[config.mk]
export PLATFORM = sky130hd
export DESIGN_NAME = pwm_capture_16bits
export DESIGN_NICKNAME = d
export VERILOG_FILES = /design/src/rtl/pwm_capture_16bits_pkg.sv /design/src/rtl/pwm_capture_16bits_pwm_in_filter.sv /design/src/rtl/pwm_capture_16bits.sv
export SDC_FILE = /design/constraint.sdc
export NUM_CORES = 1
export LEC_CHECK = 0
export ABC_AREA = 1
export CELL_PAD_IN_SITES_DETAIL_PLACEMENT = 0
export CELL_PAD_IN_SITES_GLOBAL_PLACEMENT = 2
export CORE_MARGIN = 2
export CORE_UTILIZATION = 36
export DETAILED_ROUTE_END_ITERATION = 6
export GPL_TIMING_DRIVEN = 1
export PLACE_DENSITY_LB_ADDON = 0.2
export SKIP_CTS_REPAIR_TIMING = 1
export SKIP_LAST_GASP = 1
export SYNTH_ARGS = -nofsm -noshare
export SYNTH_HDL_FRONTEND = slang
export SYNTH_HIERARCHICAL = 1
export SYNTH_SLANG_ARGS = --single-unit
[constraint.sdc]
create_clock -name clk -period 4.37 [get_ports clk]
set_clock_uncertainty 0.2 [all_clocks]
set_input_delay 0.6555 -clock clk [delete_from_list [all_inputs] [get_ports clk]]
set_output_delay 0.6555 -clock clk [all_outputs]
set_load 0.02 [all_outputs]
[src/rtl/pwm_capture_16bits_pkg.sv]
// Shared types and constants for the PWM input-capture block.
// Optional glitch filter selected with `PWM_CAP_GLITCH_FILTER_EN (see the filter sub-module).
package pwm_capture_16bits_pkg;

    localparam int CAP_CNT_W        = 16;  // counter/result width in ticks
    localparam int CAP_DIV_W        = 5;   // prescaler / clk_divider width
    localparam int CAP_SYNC_STAGES  = 2;   // default synchronizer depth
    localparam int CAP_FILT_LEN     = 4;   // default glitch-filter length

    // Capture enable as seen on the pwm_onoff pin.
    typedef enum logic {
        PWM_OFF = 1'b0,
        PWM_ON  = 1'b1
    } pwm_onoff_e;

    // Capture sequencer states.
    typedef enum logic [1:0] {
        IDLE = 2'd0,   // block held off
        ARM  = 2'd1,   // waiting for the first rising edge
        HIGH = 2'd2,   // input high, counting high time and period
        LOW  = 2'd3    // input low, high time held, counting period
    } cap_state_e;

    // Per-cycle datapath controls decoded from the sequencer state.
    typedef struct packed {
        logic clear_cnt;      // zero both interval counters
        logic count_per;      // advance the period counter on tick
        logic count_high;     // advance the high-time counter on tick
        logic publish;        // load result registers, strobe meas_valid
        logic set_timeout;    // raise the sticky timeout flag
        logic clear_timeout;  // drop the sticky timeout flag
        logic clear_presc;    // restart the prescaler phase
    } cap_ctrl_t;

    // True in the states where an interval is being measured.
    function automatic logic is_measuring(input cap_state_e s);
        return (s == HIGH) || (s == LOW);
    endfunction

endpackage

[src/rtl/pwm_capture_16bits_pwm_in_filter.sv]
// Input conditioning for the capture block: synchronizer, optional glitch
// filter and single-cycle rise/fall strobes.
// `PWM_CAP_GLITCH_FILTER_EN defined: level changes only after FILT_LEN
// consecutive equal synchronized samples; shorter pulses are rejected.
module pwm_capture_16bits_pwm_in_filter #(
    parameter int SYNC_STAGES = 2,
    parameter int FILT_LEN    = 4
) (
    input  logic clk,
    input  logic reset,
    input  logic pwm_in,
    output logic rise,
    output logic fall
);

    if (SYNC_STAGES < 2 || FILT_LEN < 1) begin : g_param_check
        $error("pwm_in_filter: SYNC_STAGES must be >= 2 and FILT_LEN >= 1");
    end

    logic [SYNC_STAGES-1:0] sync_q;
    logic                   level;
    logic                   level_q;

    // Bring the asynchronous pin into the clk domain.
    always_ff @(posedge clk or negedge reset) begin
        // NOTE: clocked state always uses non-blocking assignment so every
        // flop samples the pre-edge value of its neighbours.
        if (!reset) sync_q <= '0;
        else        sync_q <= {sync_q[SYNC_STAGES-2:0], pwm_in};
    end

`ifdef PWM_CAP_GLITCH_FILTER_EN
    localparam int FC_W = (FILT_LEN < 2) ? 1 : $clog2(FILT_LEN);

    logic [FC_W-1:0] filt_cnt;
    logic            filt_level;

    // Accept a new level only after FILT_LEN consecutive differing samples.
    always_ff @(posedge clk or negedge reset) begin
        if (!reset) begin
            filt_cnt   <= '0;
            filt_level <= 1'b0;
        end else if (sync_q[SYNC_STAGES-1] == filt_level) begin
            filt_cnt   <= '0;
        end else if (filt_cnt == FC_W'(FILT_LEN - 1)) begin
            filt_cnt   <= '0;
            filt_level <= sync_q[SYNC_STAGES-1];
        end else begin
            filt_cnt   <= filt_cnt + FC_W'(1);
        end
    end

    assign level = filt_level;
`else
    assign level = sync_q[SYNC_STAGES-1];
`endif

    // Edge-detect flop: remembers the previous conditioned level.
    always_ff @(posedge clk or negedge reset) begin
        if (!reset) level_q <= 1'b0;
        else        level_q <= level;
    end

    assign rise = level & ~level_q;
    assign fall = ~level & level_q;

endmodule

[src/rtl/pwm_capture_16bits.sv]
// PWM input capture: measures period and high time of pwm_in in prescaled
// ticks and publishes them with a one-cycle meas_valid strobe. A sticky
// timeout flags an input that stops toggling.
// Optional glitch filter: define `PWM_CAP_GLITCH_FILTER_EN.
module pwm_capture_16bits
    import pwm_capture_16bits_pkg::*;
#(
    parameter int CNT_W       = CAP_CNT_W,
    parameter int SYNC_STAGES = CAP_SYNC_STAGES,
    parameter int FILT_LEN    = CAP_FILT_LEN
) (
    input  logic                 clk,
    input  logic                 reset,
    input  logic                 pwm_in,
    input  logic [CAP_DIV_W-1:0] clk_divider,
    input  pwm_onoff_e           pwm_onoff,
    output logic [CNT_W-1:0]     period_out,
    output logic [CNT_W-1:0]     high_out,
    output logic                 meas_valid,
    output logic                 timeout
);

    logic                 rise;
    logic                 fall;
    logic                 tick;
    logic                 running;
    logic                 cnt_sat;
    logic [CAP_DIV_W-1:0] presc;
    logic [CNT_W-1:0]     cnt_per;
    logic [CNT_W-1:0]     cnt_high;
    cap_state_e           state;
    cap_state_e           next_state;
    cap_ctrl_t            ctrl;

    // Add one tick unless the counter is already pinned at all-ones.
    function automatic logic [CNT_W-1:0] sat_inc(input logic [CNT_W-1:0] v,
                                                 input logic             inc);
        if (v == '1) return v;
        else         return v + {{(CNT_W-1){1'b0}}, inc};
    endfunction

    pwm_capture_16bits_pwm_in_filter #(
        .SYNC_STAGES (SYNC_STAGES),
        .FILT_LEN    (FILT_LEN)
    ) u_in_filter (
        .clk    (clk),
        .reset  (reset),
        .pwm_in (pwm_in),
        .rise   (rise),
        .fall   (fall)
    );

    assign running = (pwm_onoff == PWM_ON);
    assign tick    = (presc == clk_divider);
    assign cnt_sat = (cnt_per == '1);

    // Sequencer state register.
    always_ff @(posedge clk or negedge reset) begin
        if (!reset) state <= IDLE;
        else        state <= next_state;
    end

    // Sequencer next state: timeout beats a same-cycle edge.
    always_comb begin
        next_state = state;
        if (!running) begin
            next_state = IDLE;
        end else begin
            unique case (state)
                IDLE: next_state = ARM;
                ARM:  if (rise) next_state = HIGH;
                HIGH: begin
                    if (cnt_sat)   next_state = ARM;
                    else if (fall) next_state = LOW;
                end
                LOW: begin
                    if (cnt_sat)   next_state = ARM;
                    else if (rise) next_state = HIGH;
                end
                default: next_state = IDLE;
            endcase
        end
    end

    // Sequencer outputs: datapath controls for the current cycle.
    always_comb begin
        // NOTE: every field gets a default first so no path leaves a
        // combinational output unassigned (which would infer a latch).
        ctrl             = '0;
        ctrl.clear_presc = rise;
        if (!running) begin
            ctrl.clear_cnt     = 1'b1;
            ctrl.clear_presc   = 1'b1;
            ctrl.clear_timeout = 1'b1;
        end else begin
            unique case (state)
                IDLE: begin
                    ctrl.clear_cnt   = 1'b1;
                    ctrl.clear_presc = 1'b1;
                end
                ARM: begin
                    ctrl.clear_cnt = 1'b1;
                end
                HIGH: begin
                    if (cnt_sat) begin
                        ctrl.set_timeout = 1'b1;
                        ctrl.clear_cnt   = 1'b1;
                    end else begin
                        // The falling-edge cycle still counts its tick into
                        // the high time; LOW then holds that value.
                        ctrl.count_per  = 1'b1;
                        ctrl.count_high = 1'b1;
                    end
                end
                LOW: begin
                    if (cnt_sat) begin
                        ctrl.set_timeout = 1'b1;
                        ctrl.clear_cnt   = 1'b1;
                    end else if (rise) begin
                        ctrl.publish       = 1'b1;
                        ctrl.clear_timeout = 1'b1;
                        ctrl.clear_cnt     = 1'b1;
                    end else begin
                        ctrl.count_per = 1'b1;
                    end
                end
                default: ctrl.clear_cnt = 1'b1;
            endcase
        end
    end

    // Prescaler: one tick every clk_divider+1 clk, phase restarted on rise.
    always_ff @(posedge clk or negedge reset) begin
        if (!reset)                  presc <= '0;
        else if (ctrl.clear_presc)   presc <= '0;
        else if (tick)               presc <= '0;
        else                         presc <= presc + CAP_DIV_W'(1);
    end

    // Interval counters: period over the whole cycle, high time while high.
    always_ff @(posedge clk or negedge reset) begin
        if (!reset) begin
            cnt_per  <= '0;
            cnt_high <= '0;
        end else if (ctrl.clear_cnt) begin
            cnt_per  <= '0;
            cnt_high <= '0;
        end else begin
            if (ctrl.count_per)  cnt_per  <= sat_inc(cnt_per, tick);
            if (ctrl.count_high) cnt_high <= sat_inc(cnt_high, tick);
        end
    end

    // Result registers and valid strobe; results hold unless published.
    always_ff @(posedge clk or negedge reset) begin
        if (!reset) begin
            period_out <= '0;
            high_out   <= '0;
            meas_valid <= 1'b0;
        end else begin
            meas_valid <= ctrl.publish;
            if (ctrl.publish) begin
                period_out <= sat_inc(cnt_per, tick);
                high_out   <= cnt_high;
            end
        end
    end

    // Sticky timeout: set on counter saturation, cleared by a result or OFF.
    always_ff @(posedge clk or negedge reset) begin
        if (!reset)                  timeout <= 1'b0;
        else if (ctrl.set_timeout)   timeout <= 1'b1;
        else if (ctrl.clear_timeout) timeout <= 1'b0;
    end

endmodule

==> results.md <==
- For hold timing, the worst endpoint is u_in_filter/sync_q[1]$_DFF_PN0_.
- The number of nets produced by synthesis is about 520.
- TritonCTS built the clock tree.
- The flip-flop and latch count after synthesis is 76.
- The worst hold path belongs to the class register to register.
- The internal reg-to-reg setup slack is 1.71 ns.
- The worst register-to-register path ends at period_out[6]$_DFFE_PN0P_.
- The relative max-transition margin is about 34%.
- The final hold violation count is 0.
- The floorplan core area is 0.0107 mm².
- The worst setup path is launched from an input port.
- The minimum clock period after layout is approximately 3 ns.
- Once detail routing completed, the nets flagged for antenna violations numbered 0.
- The slew at the pin closest to its max-slew limit is approximately 0.99 ns.
- The wire length after detailed routing is 9.43 mm.
- The leading area contributor after synthesis is dfrtp_1.
- In this run the horizontal extent of the chip is around 110 µm.
- The setup slack after layout is between 1 and 1.5 ns.
- The flow ran to the end, and the final reports show no timing, DRC or antenna violations.
- Global routing finished with a remaining overflow of 0.
- The tree is rooted in a clkbuf_8.
- The total iterations of the first detailed-routing run is 4.
- The wire-length estimate of the detail-placed layout is 6.56 mm.
- Summed over all failing endpoints, the final setup total negative slack is 0 ns.
- The tool flagged a number of max-cap violations equal to 0.
- Of all nets on the critical path, the largest fanout is 5.
- Input and output buffers added on the ports amount to 42.
- Clock-pin slew was measured on the worst setup and hold paths at ~0.080 ns.
- The number of antenna violations at the first check in global routing is 0.
- The floorplan step defined a die boundary enclosing ~0.012 mm².
- Summed over all cells, the static leakage comes to ~2.2 nW.
- The cell area that synthesis handed to floorplanning was 0.00391 mm².
- The placement-stage worst setup slack is approximately 1.1 ns.
- The later-pin clock latency in the skew report is 0.35 ns.
- The most frequent cell after synthesis is nand2_1.
- The max-slew violation total from the final report came to 0.
- In this run the deepest clock path goes through 2 buffers.
- The average instance in the mapped netlist occupies roughly 7.8 µm².
- In this run, distinct cell masters in the synthesized netlist total 29.
- Summed over its instances, the top area cell type makes up between 40% and 50% of the synthesized netlist area.
- In this run, CTS created clock tree buffers numbering 9.
- The total number of yosys warnings is 6.
- Among all flip-flop cells after synthesis, the most frequent one is dfrtp_1.
- The first global-routing pass estimated ~16 mm of wire.
- By startpoint and endpoint, the worst setup path is classified as input port to register.
- The startpoint identified for the worst hold timing path is u_in_filter/sync_q[0]$_DFF_PN0_.
- For this run, design rule violations remaining after detail routing come to 0.
- The critical register-to-register path startpoint is presc[2]$_DFF_PN0_.
- The number of cells on the worst hold path is 0.
- The overall track demand over capacity in global routing is roughly 18%.
- The area growth from synthesis to layout is 19.7%.
- The number of antenna cells inserted is 0.
- The worst setup path is captured at a register.
- The depth of the most critical reg-to-reg path is 13.
- The commonest cells after synthesis are 197 x nand2_1, 76 x dfrtp_1, 67 x nor2_1, 36 x inv_1, 28 x nand3_1.
- Dividing total power by cell area gives a power density of ~310 mW/mm².
- The initial core utilization is roughly 36%.
- The highest attainable clock frequency is between 0.3 and 0.4 GHz.
- In this run the vertical extent of the chip is ~110 µm.
- The detail-routed via count per cell is between 4 and 5.
- The number of setup violations in the final report is 0.
- In this run, the number of DRC markers left after iteration 0 of detailed routing was roughly 140.
- The H-tree level count is 3.
- The fraction of synthesis flops using an asynchronous set or reset pin is 100%.
- The required time at the endpoint of the critical path is between 4 and 5 ns.
- The instance count of the mapped netlist is between 500 and 600.
- The highest ir drop seen on vdd is between 0.15 and 0.2 mV.
- Entering global routing, the biggest net connects slightly below 80 pins.
- The via count of the first global-routing pass is 3202.
- The sequential fraction of the synthesis area is around half.
- The final core utilization is 43.6%.
- In the final routed layout, each cell accounts on average for ~14 µm.
- The congestion estimate from routability-driven global placement came to 0.805.
- After floorplanning, the core was divided into 38 placement rows.
- The total number of clock tree sinks is 76.
- The post-route clock period utilization is between 60% and 70%.
- Counting flops with a built-in enable in the synthesized netlist gives 0.
- The number of filler cells placed in the layout is approximately 1200.
- The worst endpoint data arrival time is slightly above 3 ns.
- During I/O placement, the number of pins put on the boundary was 43.
- The via count is between 3000 and 4000.
- By area the synthesized netlist is led by dfrtp_1 49%, nand2_1 19%, nor2_1 6.4%, nand3_1 3.6%, inv_1 3.5%.
- The share of cells above drive strength 1 is just over 7%.
- The final net count is roughly 560.
- Setup repair after global routing left no endpoint under its margin.
==> metrics by stage <==
stage / cells / hold slack [ns] / power, mW / instance area (µm²)
finish: 690 / 0.158 / 1.47 / 4690
CTS: 690 / 0.159 / 1.49 / 4690
global placement: 674 / 0.134 / 0.768 / 4420
floorplan: 504 / 0.131 / 0.743 / 3910
detailed placement: 674 / 0.140 / 0.769 / 4420
global route: 690 / 0.174 / 1.53 / 4690
==> worst max-delay path, stage by stage <==
cell and delay [ns]:
clkdlybuf4s50_1 0.42, xor2_1 0.16, nor3_1 0.19, nand3b_1 0.13
inv_1 0.13, ha_1 0.21, ha_1 0.21, nand3_1 0.16
nor2_1 0.20, inv_1 0.07, or2_2 0.29, nand3_1 0.07
nand2_1 0.07, nand2_1 0.09
==> routing by layer <==
metal  wire [µm]  global-route usage (%)  share of wire (%)  up-vias
met1        4320                    22.3                 46     1544
met2        4700                    30.3                 50       54
met4          79                    4.40               0.84        0
met3         333                    4.10                3.5        7
li1            -                       -                  -     1654
met5           0                       0                  0        -
==> worst max path at each step <==
stage,from,end,slack [ns],cells after the start
after detailed placement,clk_divider[4],period_out[6]$_DFFE_PN0P_,1.05,14
final,clk_divider[4],period_out[6]$_DFFE_PN0P_,1.42,14
after floorplan,clk_divider[4],period_out[6]$_DFFE_PN0P_,1.80,13
after global placement,clk_divider[4],period_out[6]$_DFFE_PN0P_,1.13,14
after CTS,clk_divider[4],period_out[6]$_DFFE_PN0P_,1.43,14
after global routing,clk_divider[4],period_out[6]$_DFFE_PN0P_,1.14,14
==> power breakdown <==
part	switching [mW]	leakage [nW]	internal, mW
sequential	0.00299	1.05	0.706
clock	0.263	0.131	0.454
combinational	0.0307	0.985	0.0128
==> area by class of cell <==
cell class	count	area (µm²)	share of cell area, %
repair buffers	43	425	9.08
clock buffers	12	145	3.10
well taps	140	175	3.74
flip-flops and latches	76	1900	40.6
inverters	37	141	3.02
multi-input cells	378	1780	37.9
clock inverters	4	120	2.56
==> flip-flops by register name, indices dropped and copies added (netlist names) <==
signal               count
state                    2
high_out                16
meas_valid               1
cnt_per                 16
cnt_high                16
presc                    5
timeout                  1
period_out              16
u_in_filter/level_q      1
u_in_filter/sync_q       2
==> logic make-up (layout without fill, tap and decap cells) <==
logic type,Yosys count,after routing,share of synthesized area (%)
AOI/OAI and AO/OA,29,29,4.48
xor gates and xnor gates,18,18,4.03
adders and majority gates,5,5,1.60
buffers and inverters,50,96,6.01
DFF,76,76,48.6
and+or+nand+nor,326,326,35.3
==> cells in the final DEF (no fill, tap or decap), types with 2 or more instances in the layout <==
cell type	Yosys	layout
nand2_1	197	197
dfrtp_1	76	76
nor2_1	67	67
clkdlybuf4s50_1	0	41
inv_1	36	36
nand3_1	28	28
o21ai_0	16	16
xor2_1	13	13
nand4_1	10	10
clkbuf_8	0	10
or2_2	7	7
xnor2_1	5	5
a31oi_1	5	5
ha_1	5	5
bufinv_16	0	4
nor2_4	3	3
nand2_2	3	3
nor3_1	3	3
nand2_4	3	3
o21bai_1	3	3
a21oi_1	2	2
nor2_2	2	2
clkbuf_1	2	2
buf_4	0	2
Note: power is estimated with default switching activity, not from simulation.
